<file path="config.mk">
export PLATFORM = sky130hd
export DESIGN_NAME = timerio_flat
export DESIGN_NICKNAME = d
export VERILOG_FILES = /design/src/rtl/timerio_pkg.sv /design/src/rtl/timerio_if.sv /design/src/rtl/timerio_prescaler.sv /design/src/rtl/timerio.sv /design/src/flat_wrapper.sv
export SDC_FILE = /design/constraint.sdc
export NUM_CORES = 1
export LEC_CHECK = 0
export ABC_AREA = 1
export CAP_MARGIN = 20
export CORE_MARGIN = 3
export CORE_UTILIZATION = 55
export DETAILED_ROUTE_END_ITERATION = 10
export PLACE_DENSITY = 0.76
export SLEW_MARGIN = 20
export SYNTH_ARGS = -nofsm -noshare
export SYNTH_HDL_FRONTEND = slang
export SYNTH_HIERARCHICAL = 1
export SYNTH_SLANG_ARGS = --single-unit
export TNS_END_PERCENT = 50
</file>
<file path="constraint.sdc">
create_clock -name clk -period 2.9 [get_ports clk]
set_input_delay 0.435 -clock clk [delete_from_list [all_inputs] [get_ports clk]]
set_output_delay 0.435 -clock clk [all_outputs]
set_load 0.02 [all_outputs]
</file>
<file path="src/rtl/timerio_pkg.sv">
// Shared constants for the timerio interval timer: register offsets,
// CTRL/STAT bit positions and prescaler encodings.
package timerio_pkg;

  localparam logic [2:0] REG_CTRL = 3'd0;
  localparam logic [2:0] REG_STAT = 3'd1;
  localparam logic [2:0] REG_RELH = 3'd2;
  localparam logic [2:0] REG_RELL = 3'd3;
  localparam logic [2:0] REG_CNTH = 3'd4;
  localparam logic [2:0] REG_CNTL = 3'd5;

  localparam int CTRL_EN     = 0;
  localparam int CTRL_AUTO   = 1;
  localparam int CTRL_IRQEN  = 2;
  localparam int CTRL_PS_LSB = 4;

  localparam int STAT_TOF = 0;
  localparam int STAT_RUN = 1;

  typedef enum logic [1:0] {
    PS_DIV1   = 2'b00,
    PS_DIV8   = 2'b01,
    PS_DIV64  = 2'b10,
    PS_DIV256 = 2'b11
  } ps_e;

  function automatic int unsigned ps_divide(input ps_e ps);
    case (ps)
      PS_DIV1:   return 1;
      PS_DIV8:   return 8;
      PS_DIV64:  return 64;
      PS_DIV256: return 256;
      default:   return 1;
    endcase
  endfunction

endpackage

</file>
<file path="src/rtl/timerio_if.sv">
// CPU-side bus of the timerio block: register select, data in/out,
// read/write strobe, chip select and the level interrupt.
interface timerio_if;
  logic [2:0] AD;
  logic [7:0] DI;
  logic [7:0] DO;
  logic       rw;
  logic       cs;
  logic       irq;

  modport master (output AD, DI, rw, cs, input DO, irq);
  modport slave  (input AD, DI, rw, cs, output DO, irq);
endinterface

</file>
<file path="src/rtl/timerio_prescaler.sv">
// Tick generator for the timerio counter. With TIMERIO_PRESCALER_EN defined a
// counter divides by 1/8/64/256; otherwise every enabled cycle is a tick.
module timerio_prescaler
  import timerio_pkg::*;
#(
  parameter int PRESC_W = 8
) (
  input  logic       clk,
  input  logic       rst,
  input  logic       en,
  input  logic       clr,
  input  logic [1:0] ps,
  output logic       tick
);

`ifdef TIMERIO_PRESCALER_EN
  logic [PRESC_W-1:0] cnt;
  logic [PRESC_W-1:0] last;

  assign last = PRESC_W'(ps_divide(ps_e'(ps)) - 1);
  assign tick = en && (cnt == last);

  always_ff @(posedge clk or negedge rst) begin
    if (!rst) begin
      cnt <= '0;
    end else if (!en || clr || tick) begin
      cnt <= '0;
    end else begin
      cnt <= cnt + PRESC_W'(1);
    end
  end
`else
  logic unused_presc;
  assign unused_presc = ^{clk, rst, clr, ps, PRESC_W[0]};
  assign tick = en;
`endif

endmodule

</file>
<file path="src/rtl/timerio.sv">
// timerio: 16-bit down-counting interval timer on the 6801 I/O bus with
// auto-reload, one-shot mode and level IRQ. Prescaler gated by TIMERIO_PRESCALER_EN.
module timerio
  import timerio_pkg::*;
#(
  parameter int PRESC_W = 8
) (
  input logic       clk,
  input logic       rst,
  timerio_if.slave  bus
);

  logic        ctrl_en;
  logic        ctrl_auto;
  logic        ctrl_irqen;
  logic [1:0]  ps_q;
  logic        tof;
  logic [7:0]  hold;
  logic [15:0] reload;
  logic [15:0] count;
  logic [7:0]  clat;
  logic [7:0]  rdata;

  logic wr, rd, ctrl_wr, en_rise, stat_w1c, tick, timeout;

  assign wr       = bus.cs && !bus.rw;
  assign rd       = bus.cs && bus.rw;
  assign ctrl_wr  = wr && (bus.AD == REG_CTRL);
  assign en_rise  = ctrl_wr && bus.DI[CTRL_EN] && !ctrl_en;
  assign stat_w1c = wr && (bus.AD == REG_STAT) && bus.DI[STAT_TOF];
  assign timeout  = tick && (count == 16'd0);

`ifdef TIMERIO_PRESCALER_EN
  always_ff @(posedge clk or negedge rst) begin
    if (!rst) begin
      ps_q <= 2'b00;
    end else if (ctrl_wr) begin
      ps_q <= bus.DI[CTRL_PS_LSB +: 2];
    end
  end
`else
  assign ps_q = PS_DIV1;
`endif

  timerio_prescaler #(.PRESC_W(PRESC_W)) u_presc (
    .clk  (clk),
    .rst  (rst),
    .en   (ctrl_en),
    .clr  (en_rise),
    .ps   (ps_q),
    .tick (tick)
  );

  always_ff @(posedge clk or negedge rst) begin
    if (!rst) begin
      ctrl_en    <= 1'b0;
      ctrl_auto  <= 1'b0;
      ctrl_irqen <= 1'b0;
      tof        <= 1'b0;
      hold       <= 8'h00;
      reload     <= 16'h0000;
      count      <= 16'h0000;
      clat       <= 8'h00;
    end else begin
      // A CPU write to CTRL overrides the one-shot self-disable.
      if (ctrl_wr) begin
        ctrl_en    <= bus.DI[CTRL_EN];
        ctrl_auto  <= bus.DI[CTRL_AUTO];
        ctrl_irqen <= bus.DI[CTRL_IRQEN];
      end else if (timeout && !ctrl_auto) begin
        ctrl_en <= 1'b0;
      end
      if (wr && (bus.AD == REG_RELH)) hold <= bus.DI;
      if (wr && (bus.AD == REG_RELL)) reload <= {hold, bus.DI};
      if (rd && (bus.AD == REG_CNTH)) clat <= count[7:0];
      if (timeout) begin
        tof <= 1'b1;
      end else if (stat_w1c) begin
        tof <= 1'b0;
      end
      // Reload uses the pre-edge RELOAD, so a same-cycle RELL write applies next time.
      if (en_rise) begin
        count <= reload;
      end else if (tick) begin
        if (count != 16'd0) begin
          count <= count - 16'd1;
        end else if (ctrl_auto) begin
          count <= reload;
        end
      end
    end
  end

  always_comb begin
    rdata = 8'h00;
    case (bus.AD)
      REG_CTRL: begin
        rdata[CTRL_EN]    = ctrl_en;
        rdata[CTRL_AUTO]  = ctrl_auto;
        rdata[CTRL_IRQEN] = ctrl_irqen;
`ifdef TIMERIO_PRESCALER_EN
        rdata[CTRL_PS_LSB +: 2] = ps_q;
`endif
      end
      REG_STAT: begin
        rdata[STAT_TOF] = tof;
        rdata[STAT_RUN] = ctrl_en;
      end
      REG_RELH: rdata = reload[15:8];
      REG_RELL: rdata = reload[7:0];
      REG_CNTH: rdata = count[15:8];
      REG_CNTL: rdata = clat;
      default:  rdata = 8'h00;
    endcase
  end

  assign bus.DO  = rdata;
  assign bus.irq = tof & ctrl_irqen;

endmodule

</file>
<file path="src/flat_wrapper.sv">
// flat-port wrapper written by rule: the top's interface ports become plain ports
module timerio_flat import timerio_pkg::*;
#(
  parameter int PRESC_W = 8
)
  (clk, rst, bus_AD, bus_DI, bus_rw, bus_cs, bus_DO, bus_irq);
  timerio_if bus_i ();
  input logic clk;
  input logic rst;
  input wire logic [$bits(bus_i.AD)-1:0] bus_AD;
  input wire logic [$bits(bus_i.DI)-1:0] bus_DI;
  input wire logic [$bits(bus_i.rw)-1:0] bus_rw;
  input wire logic [$bits(bus_i.cs)-1:0] bus_cs;
  output wire logic [$bits(bus_i.DO)-1:0] bus_DO;
  output wire logic [$bits(bus_i.irq)-1:0] bus_irq;
  assign bus_i.AD = bus_AD;
  assign bus_i.DI = bus_DI;
  assign bus_i.rw = bus_rw;
  assign bus_i.cs = bus_cs;
  assign bus_DO = bus_i.DO;
  assign bus_irq = bus_i.irq;
  timerio #(.PRESC_W(PRESC_W)) u_core (.clk(clk), .rst(rst), .bus(bus_i));
endmodule
</file>
# Word-level counts from Yosys, hierarchy flattened
# Cells that the tools add are included.
# word_totals
reg_bits	52
inputBits	15
output_inout_bits	9
elab_cells	49
# classes
n_addsub	1
n_eq_ne	5
n_mux	11
n_bitwise	1
n_reduce_logical	23
# ops
operator	n
2-to-1 mux 16 bit	4
case mux 5 bit (4 select lines)	1
logical NOT 16 bit	1
nonzero test 16 bit	1
subtractor 16 x 1 -> 16 bit, second input constant	1
logical AND 1 bit	12
case mux 2 bit (6 select lines)	1
equality test 3 x 2 -> 1 bit, second input constant	2
equality test 3 bit, second input constant	2
nonzero test 2 bit	3
case mux 1 bit (5 select lines)	1
2-to-1 mux 1 bit	4
equality test 3 x 1 -> 1 bit, second input constant	1
logical NOT 1 bit	3
logical NOT 3 bit	1
nonzero test 3 bit	1
AND reduction 2 bit	1
AND 1 bit	1

# Logic depth before layout (Yosys ltp)
# Gate-level depths: netlist (run 1).
# logic_depth
depth_word	7
mapped_depth	12
mapped_depth_nobuf	11

# Hierarchy
# Netlist (run 1), hierarchy kept.
# modules_own_cells
module	instances	cells_each	area_per_inst_um2	seq_area_each_um2
timerio	1	419	2969.1	1301.2
timerio_prescaler	1	1	7.5	0.0

# Worst setup path before layout (run 1)
# Ideal clock, no wire load.
# synth_path
kind	in2out
start	input bus_AD[2]
end	output bus_DO[5]
arrival_ps	1143
required_ps	2465
path_slack_ps	1322
cell_stages	3
path_buffers	0
cell_sequence	inv_1 -> nand3_1 -> o21ai_0
# synth_between
elab_chain_cells	2
elab_cells_between_ends	5
cone_classes	eq/ne (4); mux (1)
# synth_lines
element	line_no	source
from (decl)	flat_wrapper.sv:10	input wire logic [$bits(bus_i.AD)-1:0] bus_AD;
equality test 3 bit / equality test 3 x 2 -> 1 bit (equally long branches)	timerio.sv:96	case (bus.AD)
case mux 5 bit (4 select lines) *	timerio.sv:96	
to (decl)	flat_wrapper.sv:14	output wire logic [$bits(bus_i.DO)-1:0] bus_DO;
# Mark *: on every way between the ends. The rest lies on a longest branch, timed or not.

# Worst setup path in the final report (run 1)
# layout_path
start	input bus_AD[1]
end	output bus_DO[2]
# layout_between
elab_chain_cells	2
elab_cells_between_ends	6
cone_classes	eq/ne (4); mux (1); reduce/logical (1)
# layout_lines
element	line_no
equality test 3 bit, or another cell as far along	timerio.sv:96
case mux 1 bit (5 select lines) *	timerio.sv:96
# Marks and branches as above.

==> flow_summary.rst, run 1 <==
.. list-table::
   :header-rows: 1

   * - Metric
     - Value
   * - Result of the run
     - finished, final reports clean
   * - Total number of placement rows
     - 26
   * - Power density of the placed cells
     - 830 mW/mm²
   * - Placed instance count
     - 502
   * - Vias in the first global route
     - 2576
   * - Clock transition at the registers of the reported paths
     - 90 ps
   * - CTS Root Cell
     - sky130_fd_sc_hd__clkbuf_8
   * - TritonCTS clock tree
     - yes
   * - Routed WL
     - 7.08 mm
   * - Number of cells traversed by the worst register-to-register path
     - 11
   * - Effective utilization at floorplan
     - 57.4%
   * - Maxcap violations
     - 0
   * - Routed WL per cell
     - 13.9 µm
   * - WP data required
     - 2470 ps
   * - Remaining Overflow, GRT
     - 0
   * - Worst Clk Skew
     - 4.56 ps
   * - Total leakage power
     - 0.00174 µW
   * - Setup-violating endpoint count in the final report
     - 0
   * - Number of pins with negative max-slew slack in the final report
     - 0
   * - Number of buffers added by the clock tree synthesis step
     - 5
   * - Core outline area
     - roughly 0.0052 mm²
   * - Antenna diode instance count
     - 0
   * - Later-pin clock latency in the skew report
     - 300 ps
   * - RSZ-0062 raised after global routing
     - false
   * - Vias per cell
     - 5.22
   * - Class of the tightest hold or removal check
     - in2async
   * - Initial DRC count
     - between 200 and 250
   * - Overall die area
     - 0.00632 mm²
   * - H-tree level count
     - 2
   * - Instance count of the mapped netlist
     - 418
   * - Clock Tree Buf Depth
     - 2
   * - Hold violation total from the final report
     - 0
   * - Average size of a mapped cell
     - 7.10 µm²
   * - Largest vdd supply drop
     - 385 µV
   * - Antenna violations before repair
     - 0
   * - Final Worst Setup Slack
     - 96.0 ps
   * - Pin slew with the least headroom to its limit
     - 463 ps
   * - Kind of start point of the critical path
     - input pin
   * - Post-Syn Area
     - 0.00297 mm²
   * - Final period demand of the worst path
     - 2800 ps
   * - Delay of the slowest cell on the worst path
     - 590 ps
   * - Arrival time worst endpoint
     - 2370 ps
   * - CP max-delay cell
     - sky130_fd_sc_hd__clkdlybuf4s50_1
   * - Share of the cycle needed by the critical path after routing
     - 96.7%
   * - First-pass GRT wire length
     - 12.1 mm
   * - Fill cell instance count of the final layout
     - 478
   * - Maximum number of pins on one net before global-route repair
     - 38
   * - Filler-free cell count of the finished design
     - 510
   * - Worst reg2reg startpoint
     - u_core/count[0]
   * - Number of primary I/O pins
     - 24
   * - Net total in the final layout
     - 456
   * - Via count of the routed design
     - 2664
   * - Highest clock rate
     - 0.357 GHz
   * - Layout overhead on the synthesized area
     - 12.5%
   * - Critical path launch point
     - bus_AD[1]
   * - Seq. cell area
     - 0.00130 mm²
   * - CP Capture Type
     - primary output
   * - Largest fanout on the critical path
     - 8
   * - Global placement routability congestion
     - 0.937
   * - Sum Neg Setup Slack
     - 0 ps
   * - Post-Place Setup Slack
     - 129 ps
   * - Detailed Routing Iterations Pass 1
     - 4
   * - Clock Sinks
     - 52
   * - Critical-path cell list
     - clkdlybuf4s50_1 > nor2_4 > nand2_1 > inv_1 > nand2_1 > nand4_1 > a31o_2 > clkdlybuf4s50_1
   * - Share of layout cells above drive strength 1
     - 6.36%
   * - HPWL reported at the end of detailed placement
     - 5.44 mm
   * - X dimension of the die
     - 79.5 µm
   * - Post-CTS setup buffer count
     - 0
   * - Global-route total usage across every layer
     - 24.7%
   * - DRC violation count after routing
     - 0
   * - Number of nets produced by synthesis
     - 435
   * - Count of warnings emitted by yosys
     - 6
   * - Count of antenna-violating nets left after detailed routing
     - 0
   * - Die Y
     - between 70 and 80 µm
   * - Setup CP Type
     - in2out
   * - Number of port buffers
     - 23
   * - Area of the multi-input gates
     - 0.00137 mm²
   * - Worst slew slack as a fraction of its limit
     - 69.1%
[cell usage in the layout (no fill, tap or decap), types with 2 or more instances in the layout]
cell type,n
sky130_fd_sc_hd__nand2_1,150
sky130_fd_sc_hd__o21ai_1,2
sky130_fd_sc_hd__inv_1,49
sky130_fd_sc_hd__nor3_1,3
sky130_fd_sc_hd__o21ai_0,37
sky130_fd_sc_hd__nor2_2,3
sky130_fd_sc_hd__buf_4,4
sky130_fd_sc_hd__nand3_1,41
sky130_fd_sc_hd__nand2_2,3
sky130_fd_sc_hd__mux2_2,2
sky130_fd_sc_hd__clkdlybuf4s50_1,21
sky130_fd_sc_hd__nand4_1,4
sky130_fd_sc_hd__o2111ai_1,3
sky130_fd_sc_hd__xor2_1,2
sky130_fd_sc_hd__inv_2,3
sky130_fd_sc_hd__nor2_1,30
sky130_fd_sc_hd__o22ai_1,2
sky130_fd_sc_hd__dfrtp_1,52
sky130_fd_sc_hd__ha_1,2
sky130_fd_sc_hd__nor2_4,2
sky130_fd_sc_hd__clkbuf_8,7
sky130_fd_sc_hd__a21oi_1,11
[sequential cells by signal (all words and copies together), names as in the netlist]
signal and cells:
u_core/count 16, u_core/ctrl_en 1, u_core/clat 8, u_core/hold 8, u_core/reload 16, u_core/ctrl_auto 1
u_core/ctrl_irqen 1, u_core/tof 1
[critical path: cells and delay by family]
family | cells | cell delay [ps]
compound gates | 1 | 230
buf+inv | 3 | 1230
simple gates | 4 | 480
[worst paths after layout]
kind | endpoint | slack [ps]
worst max-delay path | bus_DO[2] | 100
worst min-delay path | u_core/clat[2] | 20
worst max register to register | u_core/count[8] | 920
worst min register to register | u_core/hold[7] | 500
max in group asynchronous | u_core/clat[5] | 2110
min in group clk | u_core/hold[7] | 500
[power breakdown]
group	internal, µW	switching (µW)
logic	396	666
clock network	305	232
registers	944	229
[layer usage]
layer,global-route usage (%),share of wire (%),vias up
met4,8.59,2.3,0
met3,3.50,5.6,14
li1,-,-,1369
met5,0,0,-
met1,34.6,47,1199
met2,38.9,45,82
[final cells by class]
class	instances	share of cell area, %
well taps	70	2.62
multi-input cells	301	41.1
clock buffers	7	2.88
inverters	52	5.84
clock inverters	1	0.899
repair buffers	27	7.72
flip-flops and latches	52	39.0
[stage by stage]
| step | hold WS, ps | cell area [µm²] | utilization, % | total power [µW] |
|---|---|---|---|---|
| 2_1_floorplan | 139 | 2970 | - | 1930 |
| 3_3_place_gp | 355 | 3210 | 62.1 | 2210 |
| 3_5_place_dp | 360 | 3210 | 62.1 | 2230 |
| 4_1_cts | 21.6 | 3340 | 64.5 | 2780 |
| 5_1_grt | 38.8 | 3340 | 64.6 | 3000 |
| 6_report | 15.4 | 3340 | 64.6 | 2770 |
[repair_timing]
item | in CTS | in global routing
setup endpoints to repair | 0 | 2
endpoints found under the hold margin | 0 | 0
hold buffers | 0 | 0
resized for setup | 0 | 2
Power figures use the tool's default switching activity.
==> inputs of run 2 (changes only) <==
Settings changed: HOLD_SLACK_MARGIN from default to 0.05.
==> run 2 against run 1 <==
Effect of this change:
- count of clock-buffer cells in the layout unchanged
- power grew 0.15%
- flip-flop and latch count did not move
- hold slack improved by 480 ps
- clock power barely moved
- largest cell class unchanged
==> flow_summary.rst, run 2 (synthesis results as in run 1) <==
.. list-table::
   :header-rows: 1

   * - Metric
     - Value
   * - Result of the run
     - finished, final reports clean (unchanged)
   * - Kind of start point of the critical path
     - input pin (unchanged)
   * - X dimension of the die
     - 79.5 µm (unchanged)
   * - CP Capture Type
     - primary output (unchanged)
   * - Number of primary I/O pins
     - 24 (unchanged)
   * - Clock transition at the registers of the reported paths
     - 90 ps (about the same)
   * - Most common cell after layout, fill and taps aside
     - sky130_fd_sc_hd__nand2_1 (unchanged)
   * - Endpoint of the lowest-slack register-to-register path
     - u_core/count[8] (unchanged)
   * - Power density of the placed cells
     - 828 mW/mm² (was 830 mW/mm²)
   * - Via count of the routed design
     - 2652 (was 2664)
   * - Routed WL per cell
     - 13.9 µm (about the same)
   * - Maxcap violations
     - 0 (unchanged)
   * - RSZ-0062 raised after global routing
     - false (unchanged)
   * - Termination of the worst setup path
     - bus_DO[2] (unchanged)
   * - Seq. cell area
     - 0.00130 mm² (unchanged)
   * - Largest fanout on the critical path
     - 8 (unchanged)
   * - Number of port buffers
     - 23 (unchanged)
   * - Core outline area
     - 0.00517 mm² (unchanged)
   * - Overall die area
     - 0.00632 mm² (unchanged)
   * - Global placement routability congestion
     - 0.937 (unchanged)
   * - Global-route total usage across every layer
     - 24.7% (unchanged)
   * - H-tree level count
     - 2 (unchanged)
   * - Number of buffers added by the clock tree synthesis step
     - 5 (unchanged)
   * - Pin slew with the least headroom to its limit
     - 458 ps (was 463 ps)
   * - Detailed Routing Iterations Pass 1
     - 5 (was 4)
   * - Critical path launch point
     - bus_AD[1] (unchanged)
   * - Clock Sinks
     - 52 (unchanged)
   * - First-pass GRT wire length
     - 12.1 mm (about the same)
   * - Final std cell area, no fill
     - 0.00335 mm² (was 0.00334 mm²)
   * - Clock Tree Buf Depth
     - 2 (unchanged)
   * - Total leakage power
     - 0.00175 µW (was 0.00174 µW)
   * - Worst slew slack as a fraction of its limit
     - 69.5% (was 69.1%)
   * - Initial DRC count
     - 205 (was 208)
   * - Worst Clk Skew
     - 3.93 ps (was 4.56 ps)
   * - HPWL reported at the end of detailed placement
     - 5.44 mm (unchanged)
   * - WP data required
     - 2470 ps (about the same)
   * - Hold violation total from the final report
     - 0 (unchanged)
   * - Share of the cycle needed by the critical path after routing
     - 96.4% (was 96.7%)
   * - Share of layout cells above drive strength 1
     - 6.35% (was 6.36%)
   * - Most frequent cells in the layout
     - 150 x sky130_fd_sc_hd__nand2_1, 52 x sky130_fd_sc_hd__dfrtp_1, 49 x sky130_fd_sc_hd__inv_1, 41 x sky130_fd_sc_hd__nand3_1, 37 x sky130_fd_sc_hd__o21ai_0 (unchanged)
   * - TritonCTS clock tree
     - yes (unchanged)
   * - R2R Setup Slk
     - 920 ps (about the same)
   * - Effective utilization at floorplan
     - 57.4% (unchanged)
   * - Number of pins with negative max-slew slack in the final report
     - 0 (unchanged)
   * - Largest vdd supply drop
     - 387 µV (was 385 µV)
   * - Final period demand of the worst path
     - 2800 ps (about the same)
   * - Setup-violating endpoint count in the final report
     - 0 (unchanged)
   * - Fill cell instance count of the final layout
     - 477 (was 478)
   * - Worst reg2reg startpoint
     - u_core/count[0] (unchanged)
   * - Post-CTS setup buffer count
     - 0 (unchanged)
   * - Antenna diode instance count
     - 0 (unchanged)
   * - Later-pin clock latency in the skew report
     - 300 ps (about the same)
   * - DRC violation count after routing
     - 0 (unchanged)
   * - Remaining Overflow, GRT
     - 0 (unchanged)
   * - Largest regs
     - u_core/count: 16 flops, u_core/reload: 16 flops (unchanged)
   * - Routed WL
     - 7.12 mm (was 7.08 mm)
   * - Highest clock rate
     - 0.358 GHz (was 0.357 GHz)
   * - Arrival time worst endpoint
     - 2360 ps (was 2370 ps)
   * - Count of antenna-violating nets left after detailed routing
     - 0 (unchanged)
   * - Post-Place Cell Area
     - 0.00321 mm² (unchanged)
   * - Layout overhead on the synthesized area
     - 12.9% (was 12.5%)
   * - Maximum number of pins on one net before global-route repair
     - 38 (unchanged)
   * - Setup CP Type
     - in2out (unchanged)
   * - Die Y
     - 79.5 µm (unchanged)
   * - Antenna violations before repair
     - 0 (unchanged)
   * - Sum Neg Setup Slack
     - 0 ps (unchanged)
   * - Class of the tightest hold or removal check
     - reg2reg (was in2async)
   * - Net total in the final layout
     - 457 (was 456)
   * - Number of cells traversed by the worst register-to-register path
     - 11 (unchanged)
   * - CTS Root Cell
     - sky130_fd_sc_hd__clkbuf_8 (unchanged)
   * - Total number of placement rows
     - 26 (unchanged)
   * - Area of the multi-input gates
     - 0.00137 mm² (unchanged)
   * - Vias in the first global route
     - 2578 (was 2576)
   * - Vias per cell
     - 5.19 (was 5.22)
## run 2: changes by cell type in the layout (fill, tap and decap cells not counted)
| cell | change |
|---|---|
| sky130_fd_sc_hd__dlygate4sd3_1 | +1 |
## run 2: routing by layer
metal	part of all wire [%]	routed length [µm]	global-route usage, %
met2	46	3250	39.0
met5	0	0	0
met3	5.1	362	3.50
met4	2.3	164	8.59
met1	47	3340	34.6
## run 2: through the flow
step	hold slack [ps]	util, %	std cells	power (µW)	setup WS [ps]
detailed placement	360	62.1	502	2230	129
global route	520	64.8	511	3000	12.1
finish	498	64.8	511	2780	104
CTS	500	64.7	511	2780	126
floorplan	139	-	418	1930	1320
global placement	355	62.1	502	2210	178
## run 2: report_power, final
| group | internal (µW) | switching, µW |
|---|---|---|
| combinational | 396 | 666 |
| sequential | 944 | 231 |
| clock | 305 | 234 |
| total | 1650 | 1130 |
## run 2: final cells by class
class	count	area share (%)
Clock buffer	7	2.88
Inverter	52	5.83
Tap cell	70	2.61
Sequential cell	52	38.8
Multi-Input combinational cell	301	41.0
Clock inverter	1	0.896
Timing Repair Buffer	28	7.99
## run 2: how the worst min path moves through the flow
stage | startpoint | to | cells past startpoint
after CTS | u_core/hold[0] | u_core/hold[0] | 2
after global routing | u_core/reload[7] | u_core/reload[7] | 2
after detailed placement | rst | u_core/clat[2] | 1
final | u_core/hold[0] | u_core/hold[0] | 2
after floorplan | rst | u_core/clat[0] | 0
after global placement | rst | u_core/clat[2] | 1
## run 2: worst max-delay path, stage by stage
cell	delay (ps)
sky130_fd_sc_hd__clkdlybuf4s50_1	590
sky130_fd_sc_hd__nor2_4	60
sky130_fd_sc_hd__nand2_1	220
sky130_fd_sc_hd__inv_1	100
sky130_fd_sc_hd__nand2_1	80
sky130_fd_sc_hd__nand4_1	110
sky130_fd_sc_hd__a31o_2	230
sky130_fd_sc_hd__clkdlybuf4s50_1	540
## run 2: what timing repair did
item | CTS | global route
hold buffers | 1 | 0
setup endpoints to repair | 0 | 2
gates resized for setup | 0 | 2
hold endpoints to repair | 15 | 0
